$ cat src/rtl/switch_pkg.sv
// switch_pkg: definitions shared by the byte switch and its endpoints.
//   - PORT_N/S/E/W : 2-bit port codes carried in data[DEST_MSB:DEST_LSB]
//   - DEST_MSB/LSB : position of the route field inside a byte
//   - tx_state_t   : state encoding of the endpoint TX burst FSM
package switch_pkg;

  localparam logic [1:0] PORT_N = 2'b00;
  localparam logic [1:0] PORT_S = 2'b01;
  localparam logic [1:0] PORT_E = 2'b10;
  localparam logic [1:0] PORT_W = 2'b11;

  localparam int DEST_MSB = 7;
  localparam int DEST_LSB = 6;

  typedef enum logic [1:0] {
    TX_IDLE = 2'd0,
    TX_SEND = 2'd1,
    TX_FIN  = 2'd2
  } tx_state_t;

endpackage

$ cat src/rtl/switch_node_tx.sv
// switch_node_tx: burst generator for the switch endpoint.
// Sends i_len bytes {dest, seq} with seq starting at i_seed and counting
// modulo 64, over a valid/ready master interface.
// Ports:
//   i_clk, i_rst_n            clock, synchronous active-low reset
//   i_start, i_dest, i_len,   burst request (accepted only when idle)
//   i_seed
//   o_busy                    high while bytes are being offered
//   o_done                    one-cycle pulse after the burst ends
//   o_tx_valid, i_tx_ready,   byte stream towards the switch
//   o_tx_data
module switch_node_tx
  import switch_pkg::*;
#(
  parameter int LEN_W = 8
) (
  input  logic             i_clk,
  input  logic             i_rst_n,
  input  logic             i_start,
  input  logic [1:0]       i_dest,
  input  logic [LEN_W-1:0] i_len,
  input  logic [5:0]       i_seed,
  output logic             o_busy,
  output logic             o_done,
  output logic             o_tx_valid,
  input  logic             i_tx_ready,
  output logic [7:0]       o_tx_data
);

  tx_state_t        state_reg, state_next;
  logic [1:0]       dest_reg, dest_next;
  logic [LEN_W-1:0] remaining_reg, remaining_next;
  logic [5:0]       seq_reg, seq_next;

  always_ff @(posedge i_clk) begin
    if (!i_rst_n) begin
      state_reg     <= TX_IDLE;
      dest_reg      <= '0;
      remaining_reg <= '0;
      seq_reg       <= '0;
    end else begin
      state_reg     <= state_next;
      dest_reg      <= dest_next;
      remaining_reg <= remaining_next;
      seq_reg       <= seq_next;
    end
  end

  always_comb begin
    state_next     = state_reg;
    dest_next      = dest_reg;
    remaining_next = remaining_reg;
    seq_next       = seq_reg;
    case (state_reg)
      TX_IDLE: begin
        if (i_start) begin
          if (i_len != '0) begin
            state_next     = TX_SEND;
            dest_next      = i_dest;
            remaining_next = i_len;
            seq_next       = i_seed;
          end else begin
            // Empty burst: still report completion, but offer nothing.
            state_next = TX_FIN;
          end
        end
      end
      TX_SEND: begin
        if (i_tx_ready) begin
          remaining_next = remaining_reg - LEN_W'(1);
          seq_next       = seq_reg + 6'd1;  // natural 6-bit wrap 63 -> 0
          if (remaining_reg == LEN_W'(1)) begin
            state_next = TX_FIN;
          end
        end
      end
      TX_FIN:  state_next = TX_IDLE;
      default: state_next = TX_IDLE;
    endcase
  end

  // All outputs decode registered state only, so valid never follows ready
  // combinationally and data only moves after an accepted transfer.
  assign o_tx_valid = (state_reg == TX_SEND);
  assign o_busy     = (state_reg == TX_SEND);
  assign o_done     = (state_reg == TX_FIN);
  assign o_tx_data  = {dest_reg, seq_reg};

endmodule

$ cat src/rtl/switch_node.sv
// switch_node: traffic source/sink endpoint for one port of the byte switch.
// TX: burst generator (switch_node_tx). RX: byte sink keeping a saturating
// count, a mod-256 checksum and a sticky route-error flag.
// Optional build macro: SWITCH_NODE_THROTTLE_EN -- RX ready is asserted only
// one cycle in THROTTLE_PERIOD to exercise switch back-pressure; without it
// RX ready is high from the first cycle after reset.
// Ports:
//   i_clk, i_rst_n                       clock, synchronous active-low reset
//   i_start, i_dest, i_len, i_seed       burst request
//   o_busy, o_done                       burst status
//   o_tx_valid, i_tx_ready, o_tx_data    TX stream into the switch
//   i_rx_valid, o_rx_ready, i_rx_data    RX stream from the switch
//   i_clr                                clear RX statistics
//   o_rx_count, o_rx_sum, o_rx_err       RX statistics
module switch_node
  import switch_pkg::*;
#(
  parameter logic [1:0] NODE_ID         = PORT_N,
  parameter int         LEN_W           = 8,
  parameter int         CNT_W           = 16,
  parameter int         THROTTLE_PERIOD = 4
) (
  input  logic             i_clk,
  input  logic             i_rst_n,
  input  logic             i_start,
  input  logic [1:0]       i_dest,
  input  logic [LEN_W-1:0] i_len,
  input  logic [5:0]       i_seed,
  output logic             o_busy,
  output logic             o_done,
  output logic             o_tx_valid,
  input  logic             i_tx_ready,
  output logic [7:0]       o_tx_data,
  input  logic             i_rx_valid,
  output logic             o_rx_ready,
  input  logic [7:0]       i_rx_data,
  input  logic             i_clr,
  output logic [CNT_W-1:0] o_rx_count,
  output logic [7:0]       o_rx_sum,
  output logic             o_rx_err
);

  // A period below 2 would leave the throttled sink permanently ready.
  if (THROTTLE_PERIOD < 2) begin : g_period_check
    $error("switch_node: THROTTLE_PERIOD must be >= 2");
  end

  switch_node_tx #(.LEN_W(LEN_W)) u_tx (
    .i_clk      (i_clk),
    .i_rst_n    (i_rst_n),
    .i_start    (i_start),
    .i_dest     (i_dest),
    .i_len      (i_len),
    .i_seed     (i_seed),
    .o_busy     (o_busy),
    .o_done     (o_done),
    .o_tx_valid (o_tx_valid),
    .i_tx_ready (i_tx_ready),
    .o_tx_data  (o_tx_data)
  );

  // ---------------- RX ready ----------------
`ifdef SWITCH_NODE_THROTTLE_EN
  localparam int THR_W = (THROTTLE_PERIOD > 1) ? $clog2(THROTTLE_PERIOD) : 1;
  localparam logic [THR_W-1:0] THR_LAST = THR_W'(THROTTLE_PERIOD - 1);

  logic [THR_W-1:0] thr_cnt_reg, thr_cnt_next;

  always_comb begin
    thr_cnt_next = (thr_cnt_reg == THR_LAST) ? '0 : thr_cnt_reg + THR_W'(1);
  end

  always_ff @(posedge i_clk) begin
    if (!i_rst_n) thr_cnt_reg <= '0;
    else          thr_cnt_reg <= thr_cnt_next;
  end

  assign o_rx_ready = (thr_cnt_reg == THR_LAST);
`else
  logic rx_ready_reg;

  always_ff @(posedge i_clk) begin
    if (!i_rst_n) rx_ready_reg <= 1'b0;
    else          rx_ready_reg <= 1'b1;
  end

  assign o_rx_ready = rx_ready_reg;
`endif

  // ---------------- RX statistics ----------------
  logic             rx_fire, rx_bad;
  logic [CNT_W-1:0] count_reg, count_next, count_base;
  logic [7:0]       sum_reg, sum_next, sum_base;
  logic             err_reg, err_next, err_base;

  assign rx_fire = i_rx_valid && o_rx_ready;
  assign rx_bad  = (i_rx_data[DEST_MSB:DEST_LSB] != NODE_ID);

  always_comb begin
    // Clear first, then accumulate, so a clear coinciding with a transfer
    // leaves exactly that byte in the statistics.
    count_base = i_clr ? '0 : count_reg;
    sum_base   = i_clr ? '0 : sum_reg;
    err_base   = i_clr ? 1'b0 : err_reg;
    count_next = count_base;
    sum_next   = sum_base;
    err_next   = err_base;
    if (rx_fire) begin
      if (count_base != '1) count_next = count_base + CNT_W'(1);
      sum_next = sum_base + i_rx_data;
      err_next = err_base | rx_bad;
    end
  end

  always_ff @(posedge i_clk) begin
    if (!i_rst_n) begin
      count_reg <= '0;
      sum_reg   <= '0;
      err_reg   <= 1'b0;
    end else begin
      count_reg <= count_next;
      sum_reg   <= sum_next;
      err_reg   <= err_next;
    end
  end

  assign o_rx_count = count_reg;
  assign o_rx_sum   = sum_reg;
  assign o_rx_err   = err_reg;

endmodule
$ cat config.mk
export PLATFORM = sky130hd
export DESIGN_NAME = switch_node
export DESIGN_NICKNAME = d
export VERILOG_FILES = /design/src/rtl/switch_pkg.sv /design/src/rtl/switch_node_tx.sv /design/src/rtl/switch_node.sv
export SDC_FILE = /design/constraint.sdc
export NUM_CORES = 1
export LEC_CHECK = 0
export ABC_AREA = 1
export BUFFER_PORTS_ARGS = -buffer_cell sky130_fd_sc_hd__buf_2
export CORE_ASPECT_RATIO = 0.75
export CORE_MARGIN = 8
export CORE_UTILIZATION = 55
export CTS_CLUSTER_SIZE = 16
export DETAILED_ROUTE_END_ITERATION = 7
export GPL_ROUTABILITY_DRIVEN = 0
export PLACE_DENSITY_LB_ADDON = 0.3
export SKIP_LAST_GASP = 1
export SYNTH_ARGS = -nofsm -noshare
export SYNTH_HDL_FRONTEND = slang
export SYNTH_HIERARCHICAL = 1
export SYNTH_SLANG_ARGS = --single-unit
$ cat constraint.sdc
create_clock -name i_clk -period 5.8 [get_ports i_clk]
set_input_delay 1.16 -clock i_clk [delete_from_list [all_inputs] [get_ports i_clk]]
set_output_delay 1.16 -clock i_clk [all_outputs]
set_load 0.02 [all_outputs]
==> results of run 1 <==
[per-layer routing]
layer | vias to the layer above | track usage
met5 | - | 0
met4 | 0 | 0.0540
met3 | 3 | 0.0406
met2 | 67 | 0.296
met1 | 1344 | 0.231
li1 | 1579 | -
[worst register-to-register path, delay by kind of cell, from the launching register on]
kind            cells  cell delay [ps]
fa+ha+maj           2              570
compound gates      2              480
flops               1              360
buf+inv             3              170
simple gates        4              430
[kinds of logic (layout without fill, tap and decap cells)]
kind of cell,count (synthesis),after routing,synth area share
AOI/OAI and AO/OA,66,66,0.126
xor gates and xnor gates,6,6,0.0173
adders and majority gates,12,12,0.0519
buffers and inverters,75,138,0.109
DFF,44,44,0.290
and+or+nand+nor,258,258,0.406
[Yosys cell counts (3+ instances only)]
cell	number	area [µm²]
nor2_4	5	56.3
inv_2	5	18.8
o21ai_0	25	125
nand3_2	3	30.0
a21oi_2	3	26.3
o21ai_1	5	25.0
nand2_2	10	62.6
nand4_1	9	56.3
o21bai_2	4	45.0
nand2_1	109	409
dfxtp_1	44	881
nand3_1	25	125
a21oi_1	22	110
nor2_2	8	50.1
inv_1	56	210
buf_2	5	25.0
ha_1	11	138
nor3_1	6	30.0
nand2_4	4	45.0
nor2_1	72	270
xor2_1	6	52.6
[final cells by class]
class | instances | area [µm²] | share of cell area
Multi-Input combinational cell | 342 | 1830 | 0.527
Sequential cell | 44 | 881 | 0.254
Timing Repair Buffer | 66 | 330 | 0.0952
Inverter | 64 | 248 | 0.0714
Tap cell | 75 | 93.8 | 0.0270
Clock buffer | 8 | 90.1 | 0.0260
[power by group through the flow]
stage	combinational, mW	clock (mW)	sequential [mW]
after floorplan	0.162	0	0.366
after global placement	0.222	0	0.354
after detailed placement	0.229	0	0.354
after CTS	0.230	0.206	0.347
after global routing	0.261	0.215	0.352
final	0.230	0.199	0.347
[through the flow]
step	power, mW	worst slack, ps	area (µm²)
after floorplan	0.528	2880	3040
after global placement	0.576	2810	3380
after detailed placement	0.583	2700	3380
after CTS	0.783	3030	3470
after global routing	0.828	2780	3470
final	0.777	3000	3470
[how the worst max path moves through the flow]
stage,startpoint,end,slack (ps),cells past startpoint
detailed placement,i_clr,o_rx_sum[6]$_SDFF_PN0_,2700,11
CTS,i_clr,o_rx_sum[6]$_SDFF_PN0_,3030,11
global placement,i_clr,o_rx_sum[6]$_SDFF_PN0_,2810,11
finish,i_clr,o_rx_sum[6]$_SDFF_PN0_,3000,11
floorplan,i_clr,o_rx_count[10]$_SDFF_PN0_,2880,16
global route,i_clr,o_rx_sum[6]$_SDFF_PN0_,2780,11
[cells in the final DEF (no fill, tap or decap)]
master / count
nand2_1: 109
nor2_1: 72
buf_2: 66
inv_1: 56
dfxtp_1: 44
nand3_1: 25
o21ai_0: 25
a21oi_1: 22
ha_1: 11
nand2_2: 10
nand4_1: 9
nor2_2: 8
nor3_1: 6
xor2_1: 6
clkbuf_8: 6
nor2_4: 5
inv_2: 5
o21ai_1: 5
nand2_4: 4
o21bai_2: 4
nand3_2: 3
a21oi_2: 3
nor2_8: 2
nand2_8: 2
clkinv_1: 2
a31oi_1: 2
o21ai_2: 2
or2_2: 2
clkbuf_1: 2
inv_8: 1
a21o_1: 1
a21boi_0: 1
and2_1: 1
fa_1: 1
o22ai_1: 1
==> metrics.yaml, run 1 <==
outcome: "complete, no violations"
max-clock-path-buffers: 2
netlist_area_um2: 3040
syn_to_final_growth_pct: 14.2
async_flop_share: 0
dieHeight_um: 80.4
root_buffer: "clkbuf_8"
fillerInstances: 499
vdd_drop_max_mv: 0.126
fin_util: 0.652
wirelength_um: 7220
dr.pass1.iters: 4
diodes: 0
maxSlewHeadroom: 0.568
tightest_slew_ps: 647
rsz0062_at_grt: "false"
powerDensity_nw_per_um2: 224
path_clk_slew_ps: 80
drt_iter0_drc: 164
fin_crit_sh: 0.483
synth_edf_count: 0
reg2reg_depth: 11
route.detailed.drc: 0
ys_warn_count: 6
drv_cap: 0
cp-start-kind: "input pin"
crit_arrival_ps: 2990
cp_max_fo: 9
wl_met2_um: 3240
power_frac_clock: 0.257
drtAntennaViolNets: 0
power_leakage_nw: 1.81
cpPeakStageDelay_ps: 400
cp_slowest_cell: "fa_1"
fmax_mhz: 357
syn_nets: 503
grt_max_degree: 29
drv_slew: 0
drt-met1-wl_um: 3500
postCtsSetupBuffers: 0
grt_usage: 0.180
finalSetupTns_ps: 0
fin_crit_ps: 2800
wl_met3_um: 444
cts_sinks: 44
hold_violations: 0
cts.htree.levels: 2
setup_viol: 0
ctsHoldBuffers: 0
num_vias: 2993
top_layer: "met4"
cts_buffers: 5
synth_cell_types: 37
cts.repair.resized: 0
antenna_found_initial: 0
final-instance-count-excl-fill: 599
via_per_inst: 5.00
die_w_um: 102
timing.rr.start: "o_rx_sum[0]$_SDFF_PN0_"
critPathKind: "in -> reg"
synthCells: 461
ys_ff_latch: 44
cts_tree: "yes"
yosysSeqAreaShare: 0.290
place_hpwl_um: 5550
crit_path_cell_trace: "buf_2 -> nor2_1 -> ha_1 -> inv_1 -> fa_1 -> o21ai_0 -> nand3_1 -> nand3_1 -> nand2_1 -> o21ai_0 -> inv_1"
r2r_end: "o_rx_sum[6]$_SDFF_PN0_"
hold_path_class: "reg -> reg"
r2r_setup_slack_ps: 3700
grt_overflow_total: 0
grt_pass1_wl_um: 12100
drive_gt1_frac: 0.235
dieArea_um2: 8180
grt_pass1_vias: 2775
power_frac_comb: 0.296
wire_per_inst_um: 12.1
port_buffers: 66
initial_utilization: 0.571
p_seq_frac: 0.447
nets: 565
syn_avg_cell_area_um2: 6.59
p_int_mw: 0.502
core-area_um2: 5320
rows: 23
cp_data_required_time_ps: 5990
clk_latency_ps: 300
whs_path_depth: 2
fin_hold_ws_ps: 467
cpLargestDelayFamily: "adder cells"
boundaryPins: 67
largest_reg_flops: 16
endpoint_kind: "flip-flop"
whs_endpoint: "o_rx_err$_SDFF_PN0_"
yosys_most_used_dff: "dfxtp_1"
p_switching_mw: 0.275
holdCritStartpoint: "o_rx_err$_SDFF_PN0_"
finalClockSkew_ps: 5.38
netSwitchingFraction: 0.354
cp_num_buf_inv: 3
dpl.cell_count: 591
(Power assumes the default switching activity.)
==> run 2, diff against run 1 <==
==> constraint.sdc (replaced) <==
create_clock -name i_clk -period 2.8 [get_ports i_clk]
set_input_delay 0.56 -clock i_clk [delete_from_list [all_inputs] [get_ports i_clk]]
set_output_delay 0.56 -clock i_clk [all_outputs]
set_load 0.02 [all_outputs]
==> run 2 against run 1 <==
Sequential cell count unchanged; worst hold slack got worse by 4.9 ps; highest routed layer unchanged; clock power increased by 150%; clock-buffer cell count decreased by 2; combinational power increased by 110%; design area increased by 1.4%; sequential share of layout area decreased by 0.34 points.
==> metrics.yaml, run 2 (synthesized netlist as in run 1, its figures left out) <==
outcome: "complete, no violations"
route.detailed.drc: 0  # unchanged
multi_input_area_um2: 1830  # unchanged
finalSetupTns_ps: 0  # unchanged
boundaryPins: 67  # unchanged
wirelength_um: 7460  # +3.3%
diodes: 0  # unchanged
path_clk_slew_ps: 90  # about the same
max-clock-path-buffers: 2  # unchanged
num_vias: 3062  # +2.3%
endpoint_kind: "flip-flop"
nets: 569  # +0.71%
initial_utilization: 0.571  # unchanged
cp_data_required_time_ps: 3060  # -2930 ps
clk_latency_ps: 310  # about the same
placed_area_um2: 3410  # +0.89%
place_hpwl_um: 5650  # +1.9%
drtAntennaViolNets: 0  # unchanged
setup_viol: 0  # unchanged
finalClockSkew_ps: 13.0  # +7.57 ps
fin_area_um2: 3520  # +1.4%
ctsHoldBuffers: 0  # unchanged
final_common_cell: "nand2_1"
grt_pass1_wl_um: 12300  # +1.6%
cts.repair.resized: 0  # unchanged
final_cell_mix: "109 x nand2_1, 72 x nor2_1, 66 x buf_2"
hold_violations: 0  # unchanged
fin_crit_sh: 0.800
rsz0062_at_grt: "false"
antenna_found_initial: 0  # unchanged
grt_overflow_total: 0  # unchanged
grt_usage: 0.185  # +0.00469
port_buffers: 66  # unchanged
syn_to_final_growth_pct: 15.8
drv_cap: 0  # unchanged
cp_max_fo: 22  # +13
cts_sinks: 44  # unchanged
tightest_slew_ps: 503  # -144 ps
via_per_inst: 5.08  # +1.6%
cts_buffers: 5  # unchanged
cts.htree.levels: 2  # unchanged
register_area_um2: 881  # unchanged
crit_arrival_ps: 2500  # -490 ps
power_leakage_nw: 1.83  # +1.6%
cp-start-kind: "input pin"
dieArea_um2: 8180  # unchanged
rows: 23  # unchanged
hold_path_class: "reg -> reg"
dieHeight_um: 80.4  # unchanged
worst_slack_ps: 561  # -2440 ps
largest_reg_flops: 16  # unchanged
drt_iter0_drc: 161  # -1.8%
root_buffer: "clkbuf_8"
die_w_um: 102  # unchanged
fmax_mhz: 447
postCtsSetupBuffers: 0  # unchanged
vdd_drop_max_mv: 0.358  # +180%
core-area_um2: 5320  # unchanged
drv_slew: 0  # unchanged
powerDensity_nw_per_um2: 483  # +120%
maxSlewHeadroom: 0.661  # +0.0929
grt_max_degree: 23  # -21%
critPathKind: "in -> reg"
drive_gt1_frac: 0.242  # +0.00769
fin_crit_ps: 2240
grt_pass1_vias: 2758  # -0.61%
fillerInstances: 466  # -6.6%
dr.pass1.iters: 5  # +1
wire_per_inst_um: 12.4  # +2.6%
fin_util: 0.661  # +0.00893
dp_slack_ps: 302  # -2400 ps
cts_tree: "yes"
[run 2: cell count changes in the layout (fill, tap and decap cells not counted), sizes merged]
cell / before / now
buf: 66 / 70
clkinv: 2 / 3
clkbuf: 8 / 6
bufinv: 0 / 1
[run 2: metal layers]
layer	share of wire	global-route usage
met4	0.014	0.0569
met2	0.45	0.311
met5	0	0
met3	0.073	0.0458
met1	0.46	0.228
[run 2: report_power, final]
part / switching [mW] / leakage (nW) / internal, mW
clock network: 0.228 / 0.0552 / 0.265
registers: 0.0454 / 0.361 / 0.676
logic: 0.315 / 1.42 / 0.168
[run 2: worst paths after layout]
check                                                    from                       endpoint  slack (ps)  cells after the start
worst max-delay path                                    i_clr         o_rx_sum[5]$_SDFF_PN0_         560                     12
worst min-delay path            u_tx/dest_reg[0]$_SDFFE_PN0P_  u_tx/dest_reg[0]$_SDFFE_PN0P_         460                      2
worst max register to register         o_rx_sum[0]$_SDFF_PN0_         o_rx_sum[6]$_SDFF_PN0_         760                     11
worst min register to register  u_tx/dest_reg[0]$_SDFFE_PN0P_  u_tx/dest_reg[0]$_SDFFE_PN0P_         460                      2
[run 2: final cells by class]
| class | instances | share of cell area |
|---|---|---|
| timing repair buffer | 70 | 0.102 |
| inverter | 64 | 0.0704 |
| clock buffer | 6 | 0.0206 |
| tap | 75 | 0.0267 |
| clock inverter | 2 | 0.00996 |
| multi-input combinational | 342 | 0.519 |
| sequential | 44 | 0.250 |
[run 2: critical path, stage by stage]
cell and delay [ps]:
buf_2 260, inv_8 130, nand2_1 130, inv_1 70
ha_1 260, nand2_1 40, o21ai_0 410, a21oi_1 150
or2_2 300, nand3_1 70, nand2_1 50, inv_1 50
[run 2: per-stage QoR]
step	power (mW)	instances	hold WS, ps
5_1_grt	1.79	603	494
4_1_cts	1.70	603	466
2_1_floorplan	1.09	461	476
3_5_place_dp	1.21	595	455
6_report	1.70	603	462
3_3_place_gp	1.20	595	449
==> run 3, diff against run 2 <==
==> constraint.sdc (replaced) <==
create_clock -name i_clk -period 2.3 [get_ports i_clk]
set_input_delay 0.46 -clock i_clk [delete_from_list [all_inputs] [get_ports i_clk]]
set_output_delay 0.46 -clock i_clk [all_outputs]
set_load 0.02 [all_outputs]
==> run 3 against run 2 <==
Core utilization up 0.68 points; critical endpoint is now o_rx_sum[6]$_SDFF_PN0_; worst hold slack got worse by 60 ps; non-clock buffer count up 4; total power grew 22%; worst setup slack worse by 180 ps; die area stayed put; first-iteration DRC count up 27%.
==> metrics.yaml, run 3 (synthesized netlist as in run 1, its figures left out) <==
path_clk_slew_ps: 90  # about the same
drv_slew: 0  # unchanged
critPathKind: "reg -> reg"
syn_to_final_growth_pct: 17.0
total_power_mw: 2.08  # +22%
cp_data_required_time_ps: 2500  # -560 ps
setup_viol: 0  # unchanged
num_vias: 3135  # +2.4%
grt_usage: 0.189  # +0.00368
max-clock-path-buffers: 2  # unchanged
hold_violations: 0  # unchanged
finalClockSkew_ps: 11.2  # -1.76 ps
gr-usage-met2: 0.315  # +0.00391
largest_reg_flops: 16  # unchanged
p_int_mw: 1.35  # +22%
drtAntennaViolNets: 0  # unchanged
cts_sinks: 44  # unchanged
p_seq_frac: 0.423  # -0.002
grt-busiest-layer: "met2"
place_hpwl_um: 6070  # +7.3%
route.detailed.drc: 0  # unchanged
finalSetupTns_ps: 0  # unchanged
tightest_slew_ps: 362  # -141 ps
drive_gt1_frac: 0.250  # +0.00758
die_w_um: 102  # unchanged
power_frac_clock: 0.289  # -0.002
root_buffer: "clkbuf_8"
postCtsSetupBuffers: 0  # unchanged
clk_latency_ps: 300  # about the same
power_frac_comb: 0.288  # +0.004
grt_overflow_total: 0  # unchanged
initial_utilization: 0.571  # unchanged
powerDensity_nw_per_um2: 584  # +21%
endpoint_kind: "flip-flop"
cp_max_fo: 2  # -91%
hold_path_class: "in -> reg"
rows: 23  # unchanged
final_common_cell: "nand2_1"
fin_area_um2: 3550  # +1.0%
antenna_found_initial: 1  # +1
grt_pass1_vias: 2827  # +2.5%
cts_tree: "yes"
fin_crit_ps: 1920
cp-start-kind: "flip-flop"
dr.pass1.iters: 5  # unchanged
netSwitchingFraction: 0.348  # +0.00120
boundaryPins: 67  # unchanged
fin_util: 0.667  # +0.00682
dieArea_um2: 8180  # unchanged
cts_buffers: 5  # unchanged
placed_area_um2: 3440  # +0.88%
grt_max_degree: 20  # -13%
grt_use_met1: 0.232  # +0.00460
vdd_drop_max_mv: 0.434  # +21%
via_per_inst: 5.16  # +1.5%
port_buffers: 66  # unchanged
fin_hold_ws_ps: 402  # -60.0 ps
p_switching_mw: 0.722  # +23%
grt_pass1_wl_um: 12600  # +2.1%
final_cell_mix: "109 x nand2_1, 72 x nor2_1, 66 x buf_2"
wirelength_um: 7760  # +4.1%
drt_iter0_drc: 205  # +27%
power_leakage_nw: 1.85  # +1.0%
nets: 573  # +0.70%
fin_crit_sh: 0.836
rsz0062_at_grt: "false"
cts.htree.levels: 2  # unchanged
core-area_um2: 5320  # unchanged
drv_cap: 0  # unchanged
maxSlewHeadroom: 0.756  # +0.0951
fmax_mhz: 520
dieHeight_um: 80.4  # unchanged
use_met3: 0.0458  # unchanged
wire_per_inst_um: 12.8  # +3.2%
crit_arrival_ps: 2130  # -370 ps
ctsHoldBuffers: 0  # unchanged
outcome: "complete, no violations"
## run 3: changes by cell type in the layout (fill, tap and decap cells not counted), sizes merged
cell      delta
clkinvlp     +1
buf          +4
clkbuf       -1
diode        +1
## run 3: layer usage
layer / vias to the layer above / share of wire
met3: 17 / 0.078
met2: 114 / 0.45
met5: - / 0
met1: 1400 / 0.45
met4: 0 / 0.022
li1: 1604 / -
## run 3: path summary, 6_finish.rpt
check                                start                            end  slack (ps)  depth (start not counted)
max                 o_rx_sum[0]$_SDFF_PN0_         o_rx_sum[6]$_SDFF_PN0_         380                         11
min                                i_rst_n             o_rx_ready$_DFF_P_         400                          1
min reg2reg  u_tx/dest_reg[0]$_SDFFE_PN0P_  u_tx/dest_reg[0]$_SDFFE_PN0P_         470                          2
max reg2reg         o_rx_sum[0]$_SDFF_PN0_         o_rx_sum[6]$_SDFF_PN0_         380                         11
## run 3: stage by stage
step	instances	setup WS (ps)
finish	608	377
global route	608	94.0
CTS	607	311
detailed placement	599	39.5
global placement	599	158
floorplan	461	83.1
## run 3: what timing repair did
action,in CTS,in global routing
resized for setup,0,1
setup endpoints to repair,0,1
hold endpoints to repair,0,0
## run 3: worst max-delay path, stage by stage (launching register included)
cell,delay [ps]
dfxtp_1,360
inv_1,50
nor2_1,130
ha_1,180
inv_1,60
fa_1,400
o21ai_1,210
nand3_1,120
nand3_1,80
nand2_1,50
o21ai_0,140
inv_1,50
## run 3: power by group through the flow
| stage | clock [mW] | sequential (mW) | combinational, mW |
|---|---|---|---|
| floorplan | 0 | 0.923 | 0.407 |
| global placement | 0 | 0.892 | 0.571 |
| detailed placement | 0 | 0.894 | 0.591 |
| CTS | 0.609 | 0.877 | 0.593 |
| global route | 0.638 | 0.888 | 0.669 |
| finish | 0.601 | 0.878 | 0.597 |
## run 3: area by class of cell
type	count	area [µm²]
multi-input cells	342	1830
diodes	1	2.50
inverters	64	248
repair buffers	74	390
fillers	465	1770
well taps	75	93.8
flip-flops and latches	44	881
clock inverters	3	42.5
clock buffers	5	68.8
